## config.mk

```make
export PLATFORM = sky130hd
export DESIGN_NAME = ccff_chain_loader
export DESIGN_NICKNAME = d
export VERILOG_FILES = /design/src/rtl/ccff_cfg_pkg.sv /design/src/rtl/ccff_word_serializer.sv /design/src/rtl/ccff_chain_loader.sv
export SDC_FILE = /design/constraint.sdc
export NUM_CORES = 1
export LEC_CHECK = 0
export ABC_AREA = 1
export BUFFER_PORTS_ARGS = -buffer_cell sky130_fd_sc_hd__buf_2
export CAP_MARGIN = 20
export CELL_PAD_IN_SITES_DETAIL_PLACEMENT = 0
export CELL_PAD_IN_SITES_GLOBAL_PLACEMENT = 1
export CORE_ASPECT_RATIO = 1.25
export CORE_MARGIN = 2
export CORE_UTILIZATION = 39
export CTS_CLUSTER_SIZE = 40
export DETAILED_ROUTE_END_ITERATION = 16
export PLACE_DENSITY_LB_ADDON = 0.1
export RECOVER_POWER = 25
export SYNTH_ARGS = -nofsm -noshare
export SYNTH_HDL_FRONTEND = slang
export SYNTH_HIERARCHICAL = 1
export SYNTH_SLANG_ARGS = --single-unit
```

## constraint.sdc

```tcl
create_clock -name prog_clk -period 1.7 [get_ports prog_clk]
set_input_delay 0.34 -clock prog_clk [delete_from_list [all_inputs] [get_ports prog_clk]]
set_output_delay 0.34 -clock prog_clk [all_outputs]
set_load 0.005 [all_outputs]
```

## src/rtl/ccff_cfg_pkg.sv

```systemverilog
// Shared types and sizing helpers for the configuration-chain loader.
package ccff_cfg_pkg;

  // Controller states.
  typedef enum logic [2:0] {
    StIdle,
    StWaitWord,
    StShift,
    StRbHold,
    StDone
  } state_e;

  // One ble4: 16 LUT4 bits plus 2 output-mux select bits.
  localparam int unsigned BLE4_CHAIN_LEN = 18;

  // Bits needed to hold a count from 0 to max_val inclusive.
  function automatic int unsigned cnt_width(input int unsigned max_val);
    return (max_val < 1) ? 1 : $clog2(max_val + 1);
  endfunction

endpackage

```

## src/rtl/ccff_word_serializer.sv

```systemverilog
// Word-wide PISO feeding ccff_head and SIPO collecting ccff_tail bits.
// Load clears the capture register so unused high bits of a short word read back as zero.
module ccff_word_serializer #(
  parameter int unsigned WORD_W = 8,
  parameter int unsigned IDX_W  = 4
) (
  input  logic              clk_i,
  input  logic              rst_i,
  input  logic              load_i,
  input  logic              shift_i,
  input  logic [WORD_W-1:0] data_i,
  input  logic [IDX_W-1:0]  bit_idx_i,
  input  logic              tail_i,
  output logic              head_o,
  output logic [WORD_W-1:0] capture_o
);

  logic [WORD_W-1:0] piso_q, piso_d;
  logic [WORD_W-1:0] sipo_q, sipo_d;

  // Next-state for both shift registers.
  always_comb begin
    piso_d = piso_q;
    sipo_d = sipo_q;
    if (load_i) begin
      piso_d = data_i;
      sipo_d = '0;
    end else if (shift_i) begin
      piso_d = piso_q >> 1;
      for (int i = 0; i < int'(WORD_W); i++) begin
        if (IDX_W'(i) == bit_idx_i) begin
          sipo_d[i] = tail_i;
        end
      end
    end
  end

  // Register both halves; synchronous active-high reset.
  always_ff @(posedge clk_i) begin
    if (rst_i) begin
      piso_q <= '0;
      sipo_q <= '0;
    end else begin
      piso_q <= piso_d;
      sipo_q <= sipo_d;
    end
  end

  // Head bit comes straight from a flop so the chain input is glitch-free.
  assign head_o    = piso_q[0];
  assign capture_o = sipo_q;

endmodule

```

## src/rtl/ccff_chain_loader.sv

```systemverilog
// Loads a tile configuration chain from a word stream, one prog_clk enable per bit,
// and returns the displaced chain contents as readback words.
module ccff_chain_loader
  import ccff_cfg_pkg::*;
#(
  parameter int unsigned CHAIN_LEN   = BLE4_CHAIN_LEN,
  parameter int unsigned WORD_W      = 8,
  parameter bit          READBACK_EN = 1'b1
) (
  input  logic              prog_clk,
  input  logic              reset,
  input  logic              cfg_start,
  input  logic              cfg_abort,
  input  logic              cfg_valid,
  output logic              cfg_ready,
  input  logic [WORD_W-1:0] cfg_data,
  output logic              ccff_head,
  output logic              prog_clk_en,
  input  logic              ccff_tail,
  output logic              rb_valid,
  input  logic              rb_ready,
  output logic [WORD_W-1:0] rb_data,
  output logic              busy,
  output logic              cfg_done,
  output logic              cfg_err
);

  localparam int unsigned CNT_W = cnt_width(CHAIN_LEN);
  localparam int unsigned IDX_W = cnt_width(WORD_W);

  state_e            state_q, state_d;
  logic [CNT_W-1:0]  bits_q, bits_d;
  logic [IDX_W-1:0]  len_q, len_d;
  logic [IDX_W-1:0]  idx_q, idx_d;
  logic              rb_valid_q, rb_valid_d;
  logic              busy_q, busy_d;
  logic              done_q, done_d;
  logic              err_q, err_d;
  logic              pclk_en_q;
  logic              load, shift;
  logic [IDX_W-1:0]  word_len;
  logic [WORD_W-1:0] capture;
  logic [31:0]       remaining;

  assign cfg_ready   = (state_q == StWaitWord) && !rb_valid_q;
  assign prog_clk_en = pclk_en_q;
  assign rb_valid    = rb_valid_q;
  assign rb_data     = READBACK_EN ? capture : '0;
  assign busy        = busy_q;
  assign cfg_done    = done_q;
  assign cfg_err     = err_q;

  // Bits in the next word: a full word, or whatever is left of the chain.
  always_comb begin
    remaining = CHAIN_LEN - 32'(bits_q);
    word_len  = (remaining < WORD_W) ? IDX_W'(remaining) : IDX_W'(WORD_W);
  end

  // Session FSM, counters and handshakes.
  always_comb begin
    state_d    = state_q;
    bits_d     = bits_q;
    len_d      = len_q;
    idx_d      = idx_q;
    rb_valid_d = rb_valid_q;
    busy_d     = busy_q;
    done_d     = done_q;
    err_d      = err_q;
    load       = 1'b0;
    shift      = 1'b0;

    unique case (state_q)
      StIdle, StDone: begin
        if (cfg_start) begin
          state_d = StWaitWord;
          bits_d  = '0;
          busy_d  = 1'b1;
          done_d  = 1'b0;
          err_d   = 1'b0;
        end
      end
      StWaitWord: begin
        if (cfg_start) err_d = 1'b1;
        if (cfg_valid && cfg_ready) begin
          load    = 1'b1;
          len_d   = word_len;
          idx_d   = '0;
          state_d = StShift;
        end
      end
      StShift: begin
        if (cfg_start) err_d = 1'b1;
        shift  = 1'b1;
        idx_d  = idx_q + IDX_W'(1);
        bits_d = bits_q + CNT_W'(1);
        if (idx_d == len_q) begin
          if (READBACK_EN) begin
            rb_valid_d = 1'b1;
            state_d    = StRbHold;
          end else if (bits_d == CNT_W'(CHAIN_LEN)) begin
            state_d = StDone;
          end else begin
            state_d = StWaitWord;
          end
        end
      end
      StRbHold: begin
        if (cfg_start) err_d = 1'b1;
        if (rb_ready) begin
          rb_valid_d = 1'b0;
          state_d    = (bits_q == CNT_W'(CHAIN_LEN)) ? StDone : StWaitWord;
        end
      end
      default: state_d = StIdle;
    endcase

    if ((state_d == StDone) && (state_q != StDone)) begin
      busy_d = 1'b0;
      done_d = 1'b1;
    end

    // Abort beats everything else, including a simultaneous start.
    if (cfg_abort) begin
      state_d    = StIdle;
      rb_valid_d = 1'b0;
      busy_d     = 1'b0;
      load       = 1'b0;
      shift      = 1'b0;
      bits_d     = bits_q;
      len_d      = len_q;
      idx_d      = idx_q;
      done_d     = done_q;
      err_d      = err_q | ((state_q != StIdle) && (state_q != StDone));
    end
  end

  // State and output registers; prog_clk_en is registered so the external gate sees a clean enable.
  always_ff @(posedge prog_clk) begin
    if (reset) begin
      state_q    <= StIdle;
      bits_q     <= '0;
      len_q      <= '0;
      idx_q      <= '0;
      rb_valid_q <= 1'b0;
      busy_q     <= 1'b0;
      done_q     <= 1'b0;
      err_q      <= 1'b0;
      pclk_en_q  <= 1'b0;
    end else begin
      state_q    <= state_d;
      bits_q     <= bits_d;
      len_q      <= len_d;
      idx_q      <= idx_d;
      rb_valid_q <= rb_valid_d;
      busy_q     <= busy_d;
      done_q     <= done_d;
      err_q      <= err_d;
      pclk_en_q  <= (state_d == StShift);
    end
  end

  ccff_word_serializer #(
    .WORD_W (WORD_W),
    .IDX_W  (IDX_W)
  ) u_serializer (
    .clk_i     (prog_clk),
    .rst_i     (reset),
    .load_i    (load),
    .shift_i   (shift),
    .data_i    (cfg_data),
    .bit_idx_i (idx_q),
    .tail_i    (ccff_tail),
    .head_o    (ccff_head),
    .capture_o (capture)
  );

endmodule
```

==> flow_summary.json <==
{
  "dieArea_um2": 5650,
  "finalSetupViolCount": 0,
  "muxShareOfSynthArea": 0,
  "crit_required_ns": 1.89,
  "drive_gt1_frac": 0.145,
  "first_pass_iters": 4,
  "finalCriticalPeriod_ns": 1.49,
  "track_usage": 0.164,
  "drt_first_iter_violations": 92,
  "wl_um": 4190,
  "cp-start-kind": "register",
  "tns_ns": 0,
  "die_w_um": 67.7,
  "layout_commonest_cell": "nand2_1",
  "whs_ns": 0.303,
  "clockRootBuffer": "clkbuf_8",
  "wl_per_cell_um": 10.5,
  "vdd_drop_max_v": 0.000375,
  "clock_latency_ns": 0.29,
  "status": "completed",
  "synth_compound_area_frac": 0.0792,
  "crit_chain": "inv_1 -> nand2_1 -> nor2_2 -> nand2_4 -> inv_4 -> nand3_1 -> nor2_1 -> nand2_1 -> nand2_1 -> nor2_1",
  "maxCapViolations": 0,
  "yosys.area_share.xor_xnor": 0.00443,
  "worst_pin_slew_ns": 0.336,
  "path_clk_slew_ns": 0.08,
  "cp_top_family": "simple AND/OR/NAND/NOR gates",
  "synth.distinct_cells": 29,
  "dp_hpwl_um": 3130,
  "io_pins": 30,
  "synth_fa_ha_area_frac": 0.0190,
  "cp_common_cell": "nand2_1",
  "dp_cells": 390,
  "port_buffers": 29,
  "rows": 28,
  "hold_path.class": "in2reg",
  "cts_num_sinks": 37,
  "power_density_nw_per_um2": 734,
  "clockBufferDepth": 2,
  "ys.warnings.count": 6,
  "gp_congestion": 0.805,
  "rsz0062_at_grt": "no",
  "timing.fmax_mhz": 671,
  "routedLengthMet1_um": 1880,
  "wl_met3_um": 130,
  "cts_hold_buf": 0,
  "final_nets": 355,
  "grt-ovfl-total": 0,
  "ant_nets": 0,
  "grt_pass1_wl_um": 7210,
  "crit_path_max_incr_delay_ns": 0.35,
  "n_antenna_cell": 0,
  "crit_path_end_kind": "register",
  "top_layer_used": "met4",
  "synth.cell_area_um2": 1980,
  "postCtsSetupBuffers": 0,
  "leakagePower_uw": 0.00101,
  "grt_pass1_vias": 1713,
  "synth-seq-area-share": 0.375,
  "coreArea_um2": 4800,
  "start_util": 0.412,
  "synth_cells": 303,
  "slew_violations": 0,
  "cts_tree": "done",
  "finalClockSkew_ns": 0.00701,
  "fin_cells": 398,
  "nFillCells": 509,
  "synthSimpleGateAreaFrac": 0.421,
  "crit_type": "reg2reg",
  "slowest_stage": "dfxtp_1",
  "arrival_ns": 1.68,
  "timing.final.hold_violations": 0,
  "antenna_found_initial": 0,
  "critPathBufInv": 2,
  "syn_nets": 321,
  "most-common-layout-cells": "83 x nand2_1, 55 x nor2_1, 37 x dfxtp_1",
  "numCtsBuffers": 5,
  "grt_max_degree": 24,
  "post-route-period-util": 0.877,
  "synth_top_family_by_area": "simple AND/OR/NAND/NOR gates",
  "num_vias": 1867,
  "area_delta_synth_final_pct": 14.8,
  "synth_seq_cells": 37,
  "cts_resized": 0,
  "relSlewSlack": 0.775,
  "viasPerCell": 4.69,
  "path_max_fanout": 23,
  "met2_length_um": 2080,
  "drc_errors": 0,
  "syn_avg_cell_area_um2": 6.52,
  "cts_max_level": 2,
  "die_height_um": 83.6
}
==> cell type report <==
class / count / area [µm²] / share of cell area
multi-input combinational: 221 / 1030 / 0.456
sequential: 37 / 741 / 0.327
timing repair buffer: 33 / 165 / 0.0728
inverter: 39 / 151 / 0.0668
clock buffer: 7 / 96.3 / 0.0425
tap: 60 / 75.1 / 0.0331
clock inverter: 1 / 5.00 / 0.00221
==> worst min-delay path: cells and delay by family <==
family,cells,cell delay [ns]
buffers and inverters,1,0.08
AND/OR/NAND/NOR,2,0.13
==> power by group <==
part / switching [µW] / internal, µW / total, µW
logic: 67.5 / 38.7 / 106
clock network: 311 / 366 / 677
registers: 6.25 / 875 / 882
==> cells in the mapped netlist <==
cell type | number | area (µm²)
buf_6 | 3 | 33.8
nor3b_1 | 1 | 7.51
o21ai_1 | 5 | 25.0
inv_2 | 2 | 7.51
buf_4 | 1 | 7.51
buf_2 | 1 | 5.00
nand2_1 | 83 | 312
nor3_1 | 2 | 10.0
nand2_2 | 2 | 12.5
dfxtp_1 | 37 | 741
nor2_1 | 55 | 206
nand2_4 | 1 | 11.3
nand3b_1 | 2 | 15.0
nor2_2 | 5 | 31.3
nand4_1 | 5 | 31.3
nor2_4 | 1 | 11.3
xor2_1 | 1 | 8.76
nand4_4 | 1 | 21.3
o21ai_0 | 6 | 30.0
inv_1 | 35 | 131
nor2_8 | 1 | 20.0
inv_4 | 2 | 12.5
nor3_2 | 1 | 10.0
a31oi_1 | 1 | 6.26
a21oi_1 | 19 | 95.1
nand3_1 | 25 | 125
ha_1 | 3 | 37.5
or2_0 | 1 | 6.26
clkbuf_1 | 1 | 3.75
==> registers in the layout (all words and copies together) (netlist names) <==
register,count
len_q,4
rb_valid,1
cfg_done,1
cfg_err,1
bits_q,5
busy,1
idx_q,4
u_serializer/piso_q,8
state_q,3
prog_clk_en,1
u_serializer/capture_o,8
==> routing by layer <==
layer / track usage / vias to the layer above
met3: 0.0418 / 9
met5: 0 / -
met4: 0.0631 / 0
li1: - / 1014
met2: 0.283 / 27
met1: 0.186 / 817
==> per-stage QoR <==
stage / cell area, µm² / util / power [µW] / worst slack [ns]
finish: 2270 / 0.472 / 1660 / 0.210
CTS: 2280 / 0.474 / 1700 / 0.208
global route: 2270 / 0.472 / 1750 / 0.0347
detailed placement: 2180 / 0.453 / 1010 / 0.212
global placement: 2180 / 0.453 / 1010 / 0.247
floorplan: 1980 / - / 968 / 0.312
==> path summary, 6_finish.rpt <==
check                                            from                                endpoint  slack (ns)  depth (start not counted)
worst min register to register  cfg_done$_SDFFE_PP0P_                   cfg_done$_SDFFE_PP0P_        0.45                          2
worst max register to register  state_q[2]$_SDFF_PP0_  u_serializer/capture_o[7]$_SDFFE_PP0P_        0.21                         10
worst max-delay path            state_q[2]$_SDFF_PP0_  u_serializer/capture_o[7]$_SDFFE_PP0P_        0.21                         10
worst min-delay path                        ccff_tail  u_serializer/capture_o[0]$_SDFFE_PP0P_        0.30                          3
==> cells by family after synthesis <==
| kind of cell | after synthesis |
|---|---|
| DFF | 37 |
| AOI/OAI and AO/OA | 31 |
| adders and majority gates | 3 |
| buffers and inverters | 45 |
| xor gates and xnor gates | 1 |
| and+or+nand+nor | 186 |
(Power assumes the default switching activity.)
